--- config.mk ---
export PLATFORM = sky130hd
export DESIGN_NAME = de2_115_web_qsys_pio_irq_master
export DESIGN_NICKNAME = d
export VERILOG_FILES = /design/src/rtl/de2_115_web_qsys_pio_pkg.sv /design/src/rtl/de2_115_web_qsys_avm_xfer.sv /design/src/rtl/de2_115_web_qsys_pio_irq_master.sv
export SDC_FILE = /design/constraint.sdc
export NUM_CORES = 1
export LEC_CHECK = 0
export BUFFER_PORTS_ARGS = -buffer_cell sky130_fd_sc_hd__clkbuf_2
export CAP_MARGIN = 10
export CORE_MARGIN = 2
export CORE_UTILIZATION = 40
export DETAILED_ROUTE_END_ITERATION = 10
export PLACE_DENSITY = 0.72
export REMOVE_ABC_BUFFERS = 1
export SETUP_SLACK_MARGIN = 0.02
export SLEW_MARGIN = 20
export SYNTH_ARGS = -nofsm -noshare
export SYNTH_HDL_FRONTEND = slang
export SYNTH_SLANG_ARGS = --single-unit
--- constraint.sdc ---
create_clock -name clk -period 4.8 [get_ports clk]
set_clock_uncertainty 0.1 [all_clocks]
set_input_delay 0.96 -clock clk [delete_from_list [all_inputs] [get_ports clk]]
set_output_delay 0.96 -clock clk [all_outputs]
set_load 0.05 [all_outputs]
--- src/rtl/de2_115_web_qsys_pio_pkg.sv ---
// Shared constants and types for the switch-PIO interrupt master.
// Holds PIO word addresses, the service FSM state enum and the default width.
package de2_115_web_qsys_pio_pkg;

  localparam int WIDTH_DEF = 18;

  localparam logic [1:0] PIO_ADDR_DATA = 2'd0;
  localparam logic [1:0] PIO_ADDR_MASK = 2'd2;
  localparam logic [1:0] PIO_ADDR_EDGE = 2'd3;

  typedef enum logic [2:0] {
    ST_INIT,
    ST_IDLE,
    ST_RD_CAP,
    ST_CLR,
    ST_RD_DAT,
    ST_EMIT
  } state_e;

endpackage

--- src/rtl/de2_115_web_qsys_avm_xfer.sv ---
// Single-transfer Avalon-MM master engine: one read or write per start pulse.
// Ports: start_i/wr_i/addr_i/wdata_i request, busy_o/done_o/rdata_o result,
// avm_* bus side. done_o pulses on write acceptance or on the read sample cycle.
module de2_115_web_qsys_avm_xfer #(
  parameter int READ_LATENCY = 1
) (
  input  logic        clk,
  input  logic        reset,
  input  logic        start_i,
  input  logic        wr_i,
  input  logic [1:0]  addr_i,
  input  logic [31:0] wdata_i,
  output logic        busy_o,
  output logic        done_o,
  output logic [31:0] rdata_o,
  output logic [1:0]  avm_address_o,
  output logic        avm_read_o,
  output logic        avm_write_o,
  output logic [31:0] avm_writedata_o,
  input  logic [31:0] avm_readdata_i,
  input  logic        avm_waitrequest_i
);

  localparam logic [2:0] LAT = 3'(READ_LATENCY);

  logic        rd_q, rd_d;
  logic        wr_q, wr_d;
  logic [1:0]  addr_q, addr_d;
  logic [31:0] data_q, data_d;
  logic [2:0]  cnt_q, cnt_d;
  logic        accept;

  always_comb begin
    accept = (rd_q | wr_q) & ~avm_waitrequest_i;
    rd_d   = rd_q;
    wr_d   = wr_q;
    addr_d = addr_q;
    data_d = data_q;
    cnt_d  = cnt_q;
    if (cnt_q != 3'd0) cnt_d = cnt_q - 3'd1;
    if (accept) begin
      rd_d = 1'b0;
      wr_d = 1'b0;
      // read data is due LAT cycles after acceptance
      if (rd_q) cnt_d = LAT;
    end
    // a new start may coincide with the done of the previous transfer
    if (start_i) begin
      rd_d   = ~wr_i;
      wr_d   = wr_i;
      addr_d = addr_i;
      data_d = wr_i ? wdata_i : 32'd0;
    end
  end

  always_ff @(posedge clk or posedge reset) begin
    if (reset) begin
      rd_q   <= 1'b0;
      wr_q   <= 1'b0;
      addr_q <= 2'd0;
      data_q <= 32'd0;
      cnt_q  <= 3'd0;
    end else begin
      rd_q   <= rd_d;
      wr_q   <= wr_d;
      addr_q <= addr_d;
      data_q <= data_d;
      cnt_q  <= cnt_d;
    end
  end

  assign busy_o          = rd_q | wr_q | (cnt_q != 3'd0);
  assign done_o          = (wr_q & accept) | (cnt_q == 3'd1);
  assign rdata_o         = avm_readdata_i;
  assign avm_address_o   = addr_q;
  assign avm_read_o      = rd_q;
  assign avm_write_o     = wr_q;
  assign avm_writedata_o = data_q;

endmodule

--- src/rtl/de2_115_web_qsys_pio_irq_master.sv ---
// Services the edge-capturing switch PIO on irq and emits one event per edge set.
// Ports: clk/reset, irq, avm_* master bus, cfg_mask_* mask update, evt_* stream.
module de2_115_web_qsys_pio_irq_master
  import de2_115_web_qsys_pio_pkg::*;
#(
  parameter int               WIDTH        = WIDTH_DEF,
  parameter int               READ_LATENCY = 1,
  parameter logic [WIDTH-1:0] MASK_INIT    = '1
) (
  input  logic             clk,
  input  logic             reset,
  input  logic             irq,
  output logic [1:0]       avm_address,
  output logic             avm_read,
  output logic             avm_write,
  output logic [31:0]      avm_writedata,
  input  logic [31:0]      avm_readdata,
  input  logic             avm_waitrequest,
  input  logic             cfg_mask_wr,
  input  logic [WIDTH-1:0] cfg_mask,
  output logic             evt_valid,
  input  logic             evt_ready,
  output logic [WIDTH-1:0] evt_edges,
  output logic [WIDTH-1:0] evt_level,
  output logic [15:0]      evt_count
);

  state_e           st_q, st_d;
  logic [WIDTH-1:0] edges_q, edges_d;
  logic [WIDTH-1:0] level_q, level_d;
  logic [WIDTH-1:0] mask_q, mask_d;
  logic [WIDTH-1:0] pmask_q, pmask_d;
  logic             pend_q, pend_d;
  logic [15:0]      cnt_q, cnt_d;

  logic             x_start, x_wr, x_done, x_busy;
  logic [1:0]       x_addr;
  logic [31:0]      x_wdata, x_rdata;
  logic [WIDTH-1:0] rd_w;
  logic             unused_rd;

  assign rd_w      = x_rdata[WIDTH-1:0];
  assign unused_rd = ^x_rdata;

  de2_115_web_qsys_avm_xfer #(
    .READ_LATENCY(READ_LATENCY)
  ) u_xfer (
    .clk               (clk),
    .reset             (reset),
    .start_i           (x_start),
    .wr_i              (x_wr),
    .addr_i            (x_addr),
    .wdata_i           (x_wdata),
    .busy_o            (x_busy),
    .done_o            (x_done),
    .rdata_o           (x_rdata),
    .avm_address_o     (avm_address),
    .avm_read_o        (avm_read),
    .avm_write_o       (avm_write),
    .avm_writedata_o   (avm_writedata),
    .avm_readdata_i    (avm_readdata),
    .avm_waitrequest_i (avm_waitrequest)
  );

  always_comb begin
    st_d    = st_q;
    edges_d = edges_q;
    level_d = level_q;
    mask_d  = mask_q;
    pmask_d = pmask_q;
    pend_d  = pend_q;
    cnt_d   = cnt_q;
    x_start = 1'b0;
    x_wr    = 1'b0;
    x_addr  = PIO_ADDR_DATA;
    x_wdata = 32'd0;
    // last pulse wins until the update is taken from IDLE
    if (cfg_mask_wr) begin
      pend_d  = 1'b1;
      pmask_d = cfg_mask;
    end
    unique case (st_q)
      ST_INIT: begin
        if (x_done) begin
          st_d = ST_IDLE;
        end else if (!x_busy) begin
          x_start = 1'b1;
          x_wr    = 1'b1;
          x_addr  = PIO_ADDR_MASK;
          x_wdata[WIDTH-1:0] = mask_q;
        end
      end
      ST_IDLE: begin
        if (pend_q) begin
          st_d   = ST_INIT;
          mask_d = pmask_q;
          if (!cfg_mask_wr) pend_d = 1'b0;
        end else if (irq) begin
          st_d    = ST_RD_CAP;
          x_start = 1'b1;
          x_addr  = PIO_ADDR_EDGE;
        end
      end
      ST_RD_CAP: begin
        if (x_done) begin
          edges_d = rd_w;
          if (rd_w == '0) begin
            st_d = ST_IDLE;
          end else begin
            st_d    = ST_CLR;
            x_start = 1'b1;
            x_wr    = 1'b1;
            x_addr  = PIO_ADDR_EDGE;
            x_wdata[WIDTH-1:0] = rd_w;
          end
        end
      end
      ST_CLR: begin
        if (x_done) begin
          st_d    = ST_RD_DAT;
          x_start = 1'b1;
          x_addr  = PIO_ADDR_DATA;
        end
      end
      ST_RD_DAT: begin
        if (x_done) begin
          level_d = rd_w;
          st_d    = ST_EMIT;
        end
      end
      ST_EMIT: begin
        if (evt_ready) begin
          cnt_d = cnt_q + 16'd1;
          st_d  = ST_IDLE;
        end
      end
      default: st_d = ST_INIT;
    endcase
  end

  always_ff @(posedge clk or posedge reset) begin
    if (reset) begin
      st_q    <= ST_INIT;
      edges_q <= '0;
      level_q <= '0;
      mask_q  <= MASK_INIT;
      pmask_q <= '0;
      pend_q  <= 1'b0;
      cnt_q   <= 16'd0;
    end else begin
      st_q    <= st_d;
      edges_q <= edges_d;
      level_q <= level_d;
      mask_q  <= mask_d;
      pmask_q <= pmask_d;
      pend_q  <= pend_d;
      cnt_q   <= cnt_d;
    end
  end

  assign evt_valid = (st_q == ST_EMIT);
  assign evt_edges = edges_q;
  assign evt_level = level_q;
  assign evt_count = cnt_q;

endmodule

Yosys cells after proc, flatten, opt, wreduce, memory -nomap -nowiden

Cells that the tools add are included.

Add/subtract/negate cells: 2
Equality and inequality tests: 12
Muxes and demuxes: 41
Bitwise gates (word level): 7
Reductions and logical operators: 9

Operators by type and width:

| cell                  | number |
|---|---|
| $mux 18               | 5 |
| $pmux 18 s2           | 1 |
| $mux 3                | 10 |
| $logic_not 18->1      | 1 |
| $pmux 3 s6            | 1 |
| $add 16x1->16 const B | 1 |
| $mux 1                | 14 |
| $mux 2                | 7 |
| $ne 2x1->1 const B    | 5 |
| $reduce_and 2->1      | 4 |
| $eq 3x1->1 const B    | 2 |
| $eq 3x2->1 const B    | 2 |
| $eq 3x3->1 const B    | 2 |
| $pmux 2 s3            | 1 |
| $reduce_and 6->1      | 1 |
| $pmux 1 s4            | 1 |
| $logic_not 3->1       | 1 |
| $ne 3x3->1 const B    | 1 |
| $or 1x1->1            | 3 |
| $reduce_bool 3->1     | 1 |
| $sub 3x1->3 const B   | 1 |
| $and 1x1->1           | 2 |
| $not 1->1             | 2 |
| $pmux 1 s2            | 1 |
| $reduce_bool 2->1     | 1 |

Bits in registers: 131
Input port bits: 56
Output and inout port bits: 89
Logic and storage cells: 83

Depth between registers and ports, before layout

Gate-level depths: netlist (run 1).

Depth in word-level cells: 8
Mapped depth: 8
Mapped depth without buffers: 6

Modules after synthesis

Synthesis (run 1) repeated with hierarchy kept, for this count alone.

Cell total of the unflattened synthesis: 480
Area, all modules: 5839.4 um^2

Modules (own cells, without submodules):

| module                          | instances | cells each | area an instance (um^2) | seq. area each (um^2) |
|---|---|---|---|---|
| de2_115_web_qsys_pio_irq_master | 1         | 279        | 3973.8                  | 2324.7 |
| de2_115_web_qsys_avm_xfer       | 1         | 201        | 1865.5                  | 975.9 |

Least setup slack after synthesis (run 1)

OpenSTA, ideal clock, no wires.

Path kind: input -> register
Start: input port avm_readdata[16]
End: register st_q[1]
Library setup time: 0.124 ns
Arrival time: 2.308 ns
Required time: 4.576 ns
Slack: 2.269 ns
Cell stages on the path: 4
Buffers on the path: 1
Cell sequence: or4_1 o41a_4 buf_6 a211o_1

Cells in the longest elaborated chain, start to end: 4

Ends and longest elaborated chain:

| element              | line                                   | source |
|---|---|---|
| start, declared      | de2_115_web_qsys_pio_irq_master.sv:17  | `input logic [31:0] avm_readdata,` |
| $logic_not 18->1     | de2_115_web_qsys_pio_irq_master.sv:107 | `if (rd_w == '0) begin` |
| $mux 2               | de2_115_web_qsys_pio_irq_master.sv:107 |  |
| $mux 3               | de2_115_web_qsys_pio_irq_master.sv:105 | `if (x_done) begin` |
| $pmux 3 s6           | de2_115_web_qsys_pio_irq_master.sv:82  | `unique case (st_q)` |
| end signal, assigned | de2_115_web_qsys_pio_irq_master.sv:151 | `st_q <= st_d;` |
| end, declared        | de2_115_web_qsys_pio_irq_master.sv:28  | `state_e st_q, st_d;` |

Every way passes these cells. The select of a mux whose other input is x is not followed.
A chain may end at the register's enable or synchronous reset.

Worst setup path after layout (run 1)

Start: register st_q[0]
End: register mask_q[16]

Cells in the longest elaborated chain, start to end: 2

Ends and longest elaborated chain:

| element                           | line                                   | source |
|---|---|---|
| $eq 3x1->1                        | de2_115_web_qsys_pio_irq_master.sv:82  |  |
| $reduce_and 2->1 (no source line) | -                                      |  |
| end signal, assigned              | de2_115_web_qsys_pio_irq_master.sv:154 | `mask_q <= mask_d;` |
| end, declared                     | de2_115_web_qsys_pio_irq_master.sv:31  | `logic [WIDTH-1:0] mask_q, mask_d;` |

Every way passes these cells.

==> results of run 1 <==
==> kinds of logic (layout without fill, tap and decap cells) <==
logic type / Yosys count / count (layout)
AND/OR/NAND/NOR: 66 / 66
multiplexers: 74 / 74
other: 1 / 14
XOR/XNOR: 16 / 16
buffers and inverters: 55 / 174
AO/OA/AOI/OAI: 51 / 51
flip-flops: 117 / 117
adder cells (fa/ha/maj): 4 / 4
==> worst max-delay path, cell delays in order (launching register included) <==
cell,delay [ps]
sky130_fd_sc_hd__dfrtp_1,320
sky130_fd_sc_hd__buf_4,390
sky130_fd_sc_hd__nor3b_1,580
sky130_fd_sc_hd__and2_1,870
sky130_fd_sc_hd__mux2_2,430
==> flip-flops by register name (all words and copies together), names as in the netlist <==
register                cells
evt_edges                  18
u_xfer.avm_writedata_o     18
u_xfer.avm_write_o          1
pmask_q                    18
mask_q                     18
st_q                        3
u_xfer.cnt_q                3
u_xfer.avm_address_o        2
evt_count                  16
pend_q                      1
u_xfer.avm_read_o           1
evt_level                  18
==> through the flow <==
stage / cell area (um2) / setup WS (ps) / power, mW
after global placement: 5909 / 1823 / 3.351
final: 6509 / 2032 / 4.653
after CTS: 6509 / 2014 / 4.696
after detailed placement: 5917 / 1793 / 3.413
after global routing: 6509 / 1861 / 4.881
after floorplan: 5074 / 669.0 / 2.974
==> cells in the mapped netlist, types with 2 or more instances <==
library cell               instances
sky130_fd_sc_hd__nand2b_1          6
sky130_fd_sc_hd__buf_4            16
sky130_fd_sc_hd__clkbuf_1          6
sky130_fd_sc_hd__nor4_1            5
sky130_fd_sc_hd__o21ai_0           2
sky130_fd_sc_hd__dfstp_2          18
sky130_fd_sc_hd__nand3b_1          4
sky130_fd_sc_hd__dfrtp_1          99
sky130_fd_sc_hd__nor2_1            6
sky130_fd_sc_hd__xnor2_1           9
sky130_fd_sc_hd__and3_1            3
sky130_fd_sc_hd__inv_1            23
sky130_fd_sc_hd__ha_1              4
sky130_fd_sc_hd__nor3_1            4
sky130_fd_sc_hd__and2_1            4
sky130_fd_sc_hd__buf_2             7
sky130_fd_sc_hd__xor2_1            7
sky130_fd_sc_hd__and3b_1           2
sky130_fd_sc_hd__a21oi_1           2
sky130_fd_sc_hd__and4_1            3
sky130_fd_sc_hd__nor3b_1           2
sky130_fd_sc_hd__a22oi_1          18
sky130_fd_sc_hd__buf_6             2
sky130_fd_sc_hd__nand2_1          10
sky130_fd_sc_hd__nor2b_1           5
sky130_fd_sc_hd__nand3_1           6
sky130_fd_sc_hd__mux2_2           73
sky130_fd_sc_hd__o32ai_2          16
==> metal layers <==
layer / wire [um] / track usage (%) / share of wire (%)
met5: 0 / 0 / 0
met4: 140 / 6.476 / 1.2
met3: 936 / 7.529 / 7.9
met2: 5646 / 28.11 / 47
met1: 5189 / 22.58 / 44
==> power groups by stage <==
stage / Sequential (mW) / Combinational (mW) / Clock (mW)
2_1_floorplan: 2.23 / 0.748 / 0
3_3_place_gp: 1.54 / 1.81 / 0
3_5_place_dp: 1.56 / 1.86 / 0
4_1_cts: 1.55 / 1.86 / 1.29
5_1_grt: 1.59 / 1.95 / 1.34
6_report: 1.55 / 1.84 / 1.26
==> path summary, 6_finish.rpt <==
path                                from             to  slack, ps  cells past startpoint
setup / recovery                 st_q[0]     mask_q[16]       2030                      4
hold / removal             evt_count[15]  evt_count[15]        360                      1
setup reg to reg                 st_q[0]     mask_q[16]       2030                      4
hold reg to reg            evt_count[15]  evt_count[15]        360                      1
max in group asynchronous          reset      mask_q[7]       3060                      3
min in group asynchronous          reset   evt_count[3]        530                      2
==> cell type report <==
cell class | instances | area, um2 | area share [%]
multi-input cells | 225 | 2052 | 31.53
well taps | 172 | 215.2 | 3.306
flip-flops and latches | 117 | 2950 | 45.33
clock buffers | 28 | 526.8 | 8.093
inverters | 23 | 88.84 | 1.365
clock inverters | 3 | 65.06 | 0.9996
repair buffers | 120 | 610.6 | 9.381
==> flow_metrics.py, run 1 <==
metrics = {
    "floorplan": {
        "floorplan.die.width_um": 118.3,
        "die_height_um": 118.3,
        "floorplan.rows": 41,
        "ioPinCount": 145,
        "initial_utilization_pct": 41.27,
        "die_area_um2": 14000,
        "floorplan.core_area_um2": 12670,
    },
    "power": {
        "comb_power_share_pct": 39.6,
        "vdd_drop_max_mv": 0.4301,
        "cellPowerDensity_nw_per_um2": 715.0,
        "clock_power_share_pct": 27.1,
        "total_switching_power_mw": 1.850,
        "p_seq_share_pct": 33.3,
        "static_leak_nw": 3.094,
        "p_int_mw": 2.803,
        "netSwitchingFraction_pct": 39.76,
    },
    "outcome": {
        "status": "finished clean",
    },
    "layout": {
        "area.growth.synth_to_final_pct": 24.48,
        "layout-drive-gt1-share_pct": 50.58,
        "final_util_pct": 51.37,
        "fillCellCount": 1133,
        "final_nets": 564,
        "n_antenna_cell": 0,
        "mostFrequentLayoutCell": "sky130_fd_sc_hd__clkbuf_2",
        "layout.cells.most_common_list": "116 x sky130_fd_sc_hd__clkbuf_2, 99 x sky130_fd_sc_hd__dfrtp_1, 73 x sky130_fd_sc_hd__mux2_2",
        "instances_no_fill": 688,
    },
    "clock_network": {
        "clock_insertion_delay_worst_skew_ps": 410,
        "cts_repair_resize_count": 0,
        "clock_pin_slew_reported_for_the_worst_setup_and_hold_paths_after_clock_tree_synthesis_ps": 50,
        "cts_tree": "done",
        "tritoncts.num_buffers": 17,
        "cts_htree_levels": 4,
        "post-cts-setup-buffers": 0,
        "ctsRootBufferMaster": "sky130_fd_sc_hd__clkbuf_16",
        "cts.sinks": 117,
        "post_cts_hold_buffer_count": 0,
        "cts_buffer_depth": 2,
    },
    "drt": {
        "viasPerCell": 5.094,
        "detailroute.via_count": 3505,
        "drc_errors": 0,
        "final_antenna_net_count": 0,
        "routedWlPerCell_um": 17.31,
        "firstDrtPassIters": 4,
        "total_routed_wirelength_mm": 11.91,
        "first_iter_violations": 152,
    },
    "sta": {
        "share_of_the_cycle_needed_by_the_critical_path_after_routing_pct": 57.67,
        "final_hold_viol_count": 0,
        "final-setup-viol-count": 0,
        "setup_tns_ps": 0,
        "relSlewSlack_pct": 32.40,
        "tightest_slew_ps": 1014,
        "period_minus_ws_final_ps": 2768,
        "max_freq_mhz": 361.2,
        "fin_worst_hold_slack_ps": 364.3,
        "final_max_tran_viols": 0,
        "rsz0062_at_grt": "no",
    },
    "grt": {
        "first_global_vias": 3662,
        "gr-usage-all-layers_pct": 18.08,
        "antenna_found_initial": 0,
        "grt_first_pass_wirelength_mm": 19.49,
        "pin_count_of_the_biggest_net_entering_global_routing": 54,
        "global_route.overflow_total": 0,
    },
    "synthesis": {
        "synth_seq_area_share_pct": 56.42,
        "yosys.area_share.xor_xnor_pct": 2.680,
        "synth-seq-cells": 117,
        "cells_after_synth": 384,
        "synth-compound-area-share_pct": 10.79,
        "synthDominantCellAreaShare_pct": 47.38,
        "synth.mux.area_fraction_pct": 15.91,
        "main_combinational_cell_family_by_area_after_synthesis": "multiplexers",
        "synthDistinctLibCells": 50,
        "mappedNetlistArea_um2": 5229,
        "synth-async-reset-ratio_pct": 100.0,
        "synth.area.top_cells": "sky130_fd_sc_hd__dfrtp_1 47%, sky130_fd_sc_hd__mux2_2 16%, sky130_fd_sc_hd__dfstp_2 9.0%, sky130_fd_sc_hd__o32ai_2 5.0%, sky130_fd_sc_hd__a22oi_1 2.6%",
        "post_synth.cell_area_avg_um2": 13.62,
        "yosys_warnings": 0,
        "synth-edff-count": 0,
        "share_of_synthesized_cell_area_in_and_or_nand_and_nor_gates_pct": 7.609,
        "synth_top_area_cell": "sky130_fd_sc_hd__dfrtp_1",
        "ys.flop_type": "sky130_fd_sc_hd__dfrtp_1",
        "share_of_synthesized_cell_area_in_full_adder_half_adder_and_majority_cells_pct": 0.9572,
    },
    "place": {
        "place.gp.congestion": 0.7799,
        "numPlacedInstances": 657,
        "placement.io_buffers": 116,
        "place_hpwl_mm": 7.987,
    },
    "worst_setup_path": {
        "timing.critical_path.required_ps": 5040,
        "crit_path_arrival_time_ps": 3000,
        "worstSetupEndpointType": "flop",
        "worstSetupPathType": "flop to flop",
        "critical_path_peak_fanout": 28,
        "start_kind": "flop",
    },
    "hold_path": {
        "timing.hold.worst.class": "flop to flop",
    },
    "run": {
        "max_cap_viols": 0,
    },
}
Note: power is estimated with default switching activity, not from simulation.
==> run 2, diff against run 1 <==
clock period = 2.78 ns   (was 4.8 ns; I/O delays follow)
==> flow_metrics.py, run 2 (synthesis results as in run 1) <==
metrics = {
    "outcome": {
        "status": "finished clean",
    },
    "clock_network": {
        "post-cts-setup-buffers": 0,
        "ctsRootBufferMaster": "sky130_fd_sc_hd__clkbuf_16",
        "clock_insertion_delay_worst_skew_ps": 420,
        "cts_buffer_depth": 2,
        "cts_repair_resize_count": 0,
        "cts_htree_levels": 4,
        "cts.sinks": 117,
        "cts_tree": "done",
        "clock_pin_slew_reported_for_the_worst_setup_and_hold_paths_after_clock_tree_synthesis_ps": 50,
        "tritoncts.num_buffers": 17,
        "post_cts_hold_buffer_count": 0,
    },
    "layout": {
        "fillCellCount": 1118,
        "final_nets": 570,
        "instances_no_fill": 695,
        "sequential_cell_area_in_the_final_layout_um2": 2950,
        "final_util_pct": 51.45,
        "area.growth.synth_to_final_pct": 24.67,
        "layout.cells.most_common_list": "116 x sky130_fd_sc_hd__clkbuf_2, 99 x sky130_fd_sc_hd__dfrtp_1, 73 x sky130_fd_sc_hd__mux2_2",
        "multiInputGateArea_um2": 2052,
        "n_antenna_cell": 0,
        "layout-drive-gt1-share_pct": 51.05,
        "mostFrequentLayoutCell": "sky130_fd_sc_hd__clkbuf_2",
    },
    "floorplan": {
        "die_height_um": 118.3,
        "die_area_um2": 14000,
        "floorplan.core_area_um2": 12670,
        "floorplan.rows": 41,
        "floorplan.die.width_um": 118.3,
        "initial_utilization_pct": 41.27,
        "ioPinCount": 145,
    },
    "sta": {
        "tightest_slew_ps": 761.0,
        "layout_setup_ws_ps": 477.1,
        "max_freq_mhz": 434.2,
        "final_max_tran_viols": 0,
        "period_minus_ws_final_ps": 2303,
        "final_hold_viol_count": 0,
        "relSlewSlack_pct": 49.07,
        "final-setup-viol-count": 0,
        "rsz0062_at_grt": "no",
        "share_of_the_cycle_needed_by_the_critical_path_after_routing_pct": 82.84,
    },
    "run": {
        "max_cap_viols": 0,
    },
    "worst_setup_path": {
        "critical_path_peak_fanout": 26,
        "largest_stage_delay_worst_path_ps": 380,
        "worstSetupEndpointType": "output pin",
        "critPathTopFamily": "buffers and inverters",
        "timing.critical_path.required_ps": 2120,
        "worstSetupPathType": "flop to output pin",
        "crit_chain": "buf_4 > and3b_1 > clkbuf_2",
        "crit_path_top_delay_cell": "sky130_fd_sc_hd__buf_4",
        "worst-path-buf-inv": 2,
        "start_kind": "flop",
        "crit_path_arrival_time_ps": 1650,
    },
    "drt": {
        "final_antenna_net_count": 0,
        "first_iter_violations": 213,
        "total_routed_wirelength_mm": 11.71,
        "drc_errors": 0,
        "viasPerCell": 5.055,
        "detailroute.via_count": 3513,
        "routedWlPerCell_um": 16.85,
        "firstDrtPassIters": 4,
    },
    "grt": {
        "global_route.overflow_total": 0,
        "pin_count_of_the_biggest_net_entering_global_routing": 57,
        "gr-usage-all-layers_pct": 18.13,
        "first_global_vias": 3723,
        "antenna_found_initial": 0,
        "grt_first_pass_wirelength_mm": 19.52,
    },
    "power": {
        "cellPowerDensity_nw_per_um2": 1212,
        "vdd_drop_max_mv": 0.7245,
        "static_leak_nw": 3.112,
    },
    "place": {
        "dp_worst_setup_slack_ps": 285.5,
        "place.gp.congestion": 0.7887,
        "place_hpwl_mm": 8.152,
        "placement.io_buffers": 116,
        "numPlacedInstances": 663,
    },
    "hold_path": {
        "timing.hold.worst.class": "primary input to asynchronous set/reset pin",
    },
}
## run 2: changes by cell type in the layout (fill, tap and decap cells not counted), sizes merged
cell	delta
bufinv	-1
clkbuf	-2
clkinv	+4
buf	+6
## run 2: stage by stage
| stage | area (um2) | TNS, ps | power (mW) | hold slack, ps |
|---|---|---|---|---|
| final | 6519 | 0 | 7.901 | 93.93 |
| after detailed placement | 5974 | 0 | 5.928 | 369.4 |
| after global routing | 6519 | 0 | 8.318 | 124.8 |
| after CTS | 6519 | 0 | 7.980 | 100.7 |
| after global placement | 5967 | 0 | 5.826 | 356.6 |
| after floorplan | 5074 | -96060 | 5.135 | 374.9 |
## run 2: worst reg2reg max path, stage by stage (launching register included)
cell and delay (ps):
sky130_fd_sc_hd__dfrtp_1 410, sky130_fd_sc_hd__inv_1 100, sky130_fd_sc_hd__ha_1 210, sky130_fd_sc_hd__nor4b_1 300
sky130_fd_sc_hd__and2_1 530, sky130_fd_sc_hd__buf_4 260, sky130_fd_sc_hd__a22oi_1 80, sky130_fd_sc_hd__o32ai_1 150
## run 2: final timing paths
kind                                  from                    endpoint  slack (ps)  cells past startpoint
hold / removal                       reset                evt_count[5]          90                      2
min in group clk              cfg_mask[11]                 pmask_q[11]         270                      2
setup / recovery                   st_q[0]                   evt_valid         480                      3
setup reg to reg           u_xfer.cnt_q[0]  u_xfer.avm_writedata_o[17]         530                      7
hold reg to reg              evt_count[15]               evt_count[15]         370                      1
max in group asynchronous            reset                   mask_q[4]        1740                      3
## run 2: report_power, final
group	leakage (nW)	total [mW]	switching (mW)	internal, mW
combinational	1.40	3.21	2.13	1.08
sequential	1.44	2.68	0.335	2.35
clock	0.272	2.01	0.723	1.29
total	3.11	7.90	3.19	4.71
## run 2: layout make-up
cell class,instances,share of cell area [%]
Clock inverter,6,0.8445
Sequential cell,117,45.26
Multi-Input combinational cell,225,31.48
Timing Repair Buffer,126,10.25
Clock buffer,26,7.505
Tap cell,172,3.301
Inverter,23,1.363
## run 2: metal layers
layer | up-vias | wire (um) | track usage [%]
li1 | 1614 | - | -
met1 | 1743 | 4933 | 22.19
met2 | 132 | 5502 | 27.60
met3 | 24 | 1026 | 8.349
met4 | 0 | 250 | 7.605
met5 | - | 0 | 0
==> run 3, diff against run 2 <==
PLACE_DENSITY = 0.74   (was 0.72)
clock period = 1.89 ns   (was 2.78 ns; I/O delays follow)
==> flow_metrics.py, run 3 (synthesis results as in run 1) <==
metrics = {
    "floorplan": {
        "die_area_um2": 14000,
        "ioPinCount": 145,
        "floorplan.die.width_um": 118.3,
        "floorplan.rows": 41,
        "initial_utilization_pct": 41.27,
        "die_height_um": 118.3,
        "floorplan.core_area_um2": 12670,
    },
    "outcome": {
        "status": "complete, but fails checks",
        "failed_checks": "setup timing",
    },
    "grt": {
        "pin_count_of_the_biggest_net_entering_global_routing": 44,
        "global_route.overflow_total": 0,
        "gr-usage-all-layers_pct": 19.03,
        "first_global_vias": 4011,
        "grt_first_pass_wirelength_mm": 20.52,
        "antenna_found_initial": 0,
    },
    "worst_setup_path": {
        "worst-path-buf-inv": 2,
        "worstSetupPathType": "flop to flop",
        "largest_stage_delay_worst_path_ps": 430,
        "start_kind": "flop",
        "timing.critical_path.required_ps": 2090,
        "crit_path_arrival_time_ps": 2100,
        "worstSetupEndpointType": "flop",
        "crit_path_top_delay_cell": "sky130_fd_sc_hd__dfrtp_2",
        "crit_chain": "nand2b_1 > a211oi_4 > buf_4 > o41a_4 > buf_6 > and3b_1",
        "critical_path_peak_fanout": 7,
        "critPathTopFamily": "compound AO/OA/AOI/OAI gates",
    },
    "sta": {
        "share_of_the_cycle_needed_by_the_critical_path_after_routing_pct": 100.6,
        "layout_setup_ws_ps": -11.33,
        "final_max_tran_viols": 0,
        "tightest_slew_ps": 573.5,
        "rsz0062_at_grt": "yes",
        "period_minus_ws_final_ps": 1901,
        "relSlewSlack_pct": 61.77,
        "max_freq_mhz": 525.9,
        "final-setup-viol-count": 1,
        "final_hold_viol_count": 0,
    },
    "layout": {
        "instances_no_fill": 750,
        "post-route-cell-area_um2": 7238,
        "layout-drive-gt1-share_pct": 59.00,
        "mostFrequentLayoutCell": "sky130_fd_sc_hd__clkbuf_2",
        "final_nets": 625,
        "layout.cells.most_common_list": "115 x sky130_fd_sc_hd__clkbuf_2, 96 x sky130_fd_sc_hd__dfrtp_1, 73 x sky130_fd_sc_hd__mux2_2",
        "n_antenna_cell": 0,
        "fillCellCount": 1036,
        "area.growth.synth_to_final_pct": 38.43,
        "final_util_pct": 57.12,
    },
    "drt": {
        "viasPerCell": 5.008,
        "first_iter_violations": 228,
        "sum_of_met3_wire_segment_lengths_after_detailed_routing_mm": 1.033,
        "top_layer": "met4",
        "wirelength_met1_mm": 5.163,
        "detailroute.via_count": 3756,
        "final_antenna_net_count": 0,
        "wl_met2_mm": 6.205,
        "firstDrtPassIters": 4,
        "total_routed_wirelength_mm": 12.59,
        "drc_errors": 0,
        "routedWlPerCell_um": 16.79,
    },
    "clock_network": {
        "clock_insertion_delay_worst_skew_ps": 410,
        "ctsRootBufferMaster": "sky130_fd_sc_hd__clkbuf_16",
        "cts.sinks": 117,
        "clock_pin_slew_reported_for_the_worst_setup_and_hold_paths_after_clock_tree_synthesis_ps": 50,
        "cts_tree": "done",
        "cts_htree_levels": 4,
        "cts_buffer_depth": 2,
        "tritoncts.num_buffers": 17,
    },
    "run": {
        "max_cap_viols": 0,
    },
    "power": {
        "cellPowerDensity_nw_per_um2": 1772,
        "totalPowerFinal_mw": 12.83,
        "vdd_drop_max_mv": 0.9935,
        "static_leak_nw": 3.469,
    },
    "place": {
        "place_area_um2": 6352,
        "dp_worst_setup_slack_ps": -448.5,
        "place.gp.congestion": 0.8268,
        "numPlacedInstances": 709,
        "place_hpwl_mm": 9.109,
        "placement.io_buffers": 116,
    },
    "hold_path": {
        "timing.hold.worst.class": "primary input to flop",
    },
}
==> run 3: changes by cell type in the layout (fill, tap and decap cells not counted), moves of 3 or more <==
cell / previous run / this run
sky130_fd_sc_hd__buf_12: 1 / 5
sky130_fd_sc_hd__buf_4: 9 / 52
sky130_fd_sc_hd__buf_6: 0 / 7
sky130_fd_sc_hd__bufinv_16: 1 / 4
sky130_fd_sc_hd__clkbuf_1: 6 / 1
sky130_fd_sc_hd__dfrtp_1: 99 / 96
sky130_fd_sc_hd__dfrtp_2: 0 / 3
sky130_fd_sc_hd__o32ai_4: 1 / 4
==> run 3: where the power goes <==
part	leakage [nW]	switching (mW)	internal (mW)
logic	1.72	3.32	2.07
clock network	0.319	1.09	2.37
registers	1.43	0.523	3.45
==> run 3: timing repair <==
| action | in CTS | in global routing |
|---|---|---|
| hold buffers | 1 | 0 |
| hold endpoints to repair | 10 | 0 |
| buffers inserted | 3 | 5 |
| pin swaps | 3 | 2 |
| gates resized for setup | 10 | 24 |
| endpoints found under the setup margin | 53 | 61 |
==> run 3: metal layers <==
layer | track usage (%) | vias to the layer above
met5 | 0 | -
met4 | 5.949 | 0
met3 | 8.253 | 19
met2 | 31.03 | 152
met1 | 22.68 | 1862
li1 | - | 1723
==> run 3: area by class of cell <==
class	instances	area, um2	area share [%]
repair buffers	181	1170	16.16
inverters	23	88.84	1.227
well taps	172	215.2	2.973
clock inverters	9	147.6	2.040
multi-input cells	225	2165	29.90
clock buffers	23	498.0	6.880
flip-flops and latches	117	2954	40.81
==> run 3: worst paths after layout <==
path	start	endpoint	slack, ps	cells past startpoint
max	st_q[2]	u_xfer.avm_read_o	-10	6
min	cfg_mask[0]	pmask_q[0]	90	2
max reg2reg	st_q[2]	u_xfer.avm_read_o	-10	6
min reg2reg	evt_count[15]	evt_count[15]	370	1
max in group asynchronous	reset	evt_level[7]	790	4
min in group asynchronous	reset	pmask_q[16]	340	3
==> run 3: through the flow <==
stage | setup TNS, ps | hold slack [ps]
after floorplan | -216910 | 374.9
after global placement | -9312 | 199.9
after detailed placement | -9893 | 211.4
after CTS | 0 | 70.18
after global routing | -1301 | 77.08
final | -11.33 | 92.45
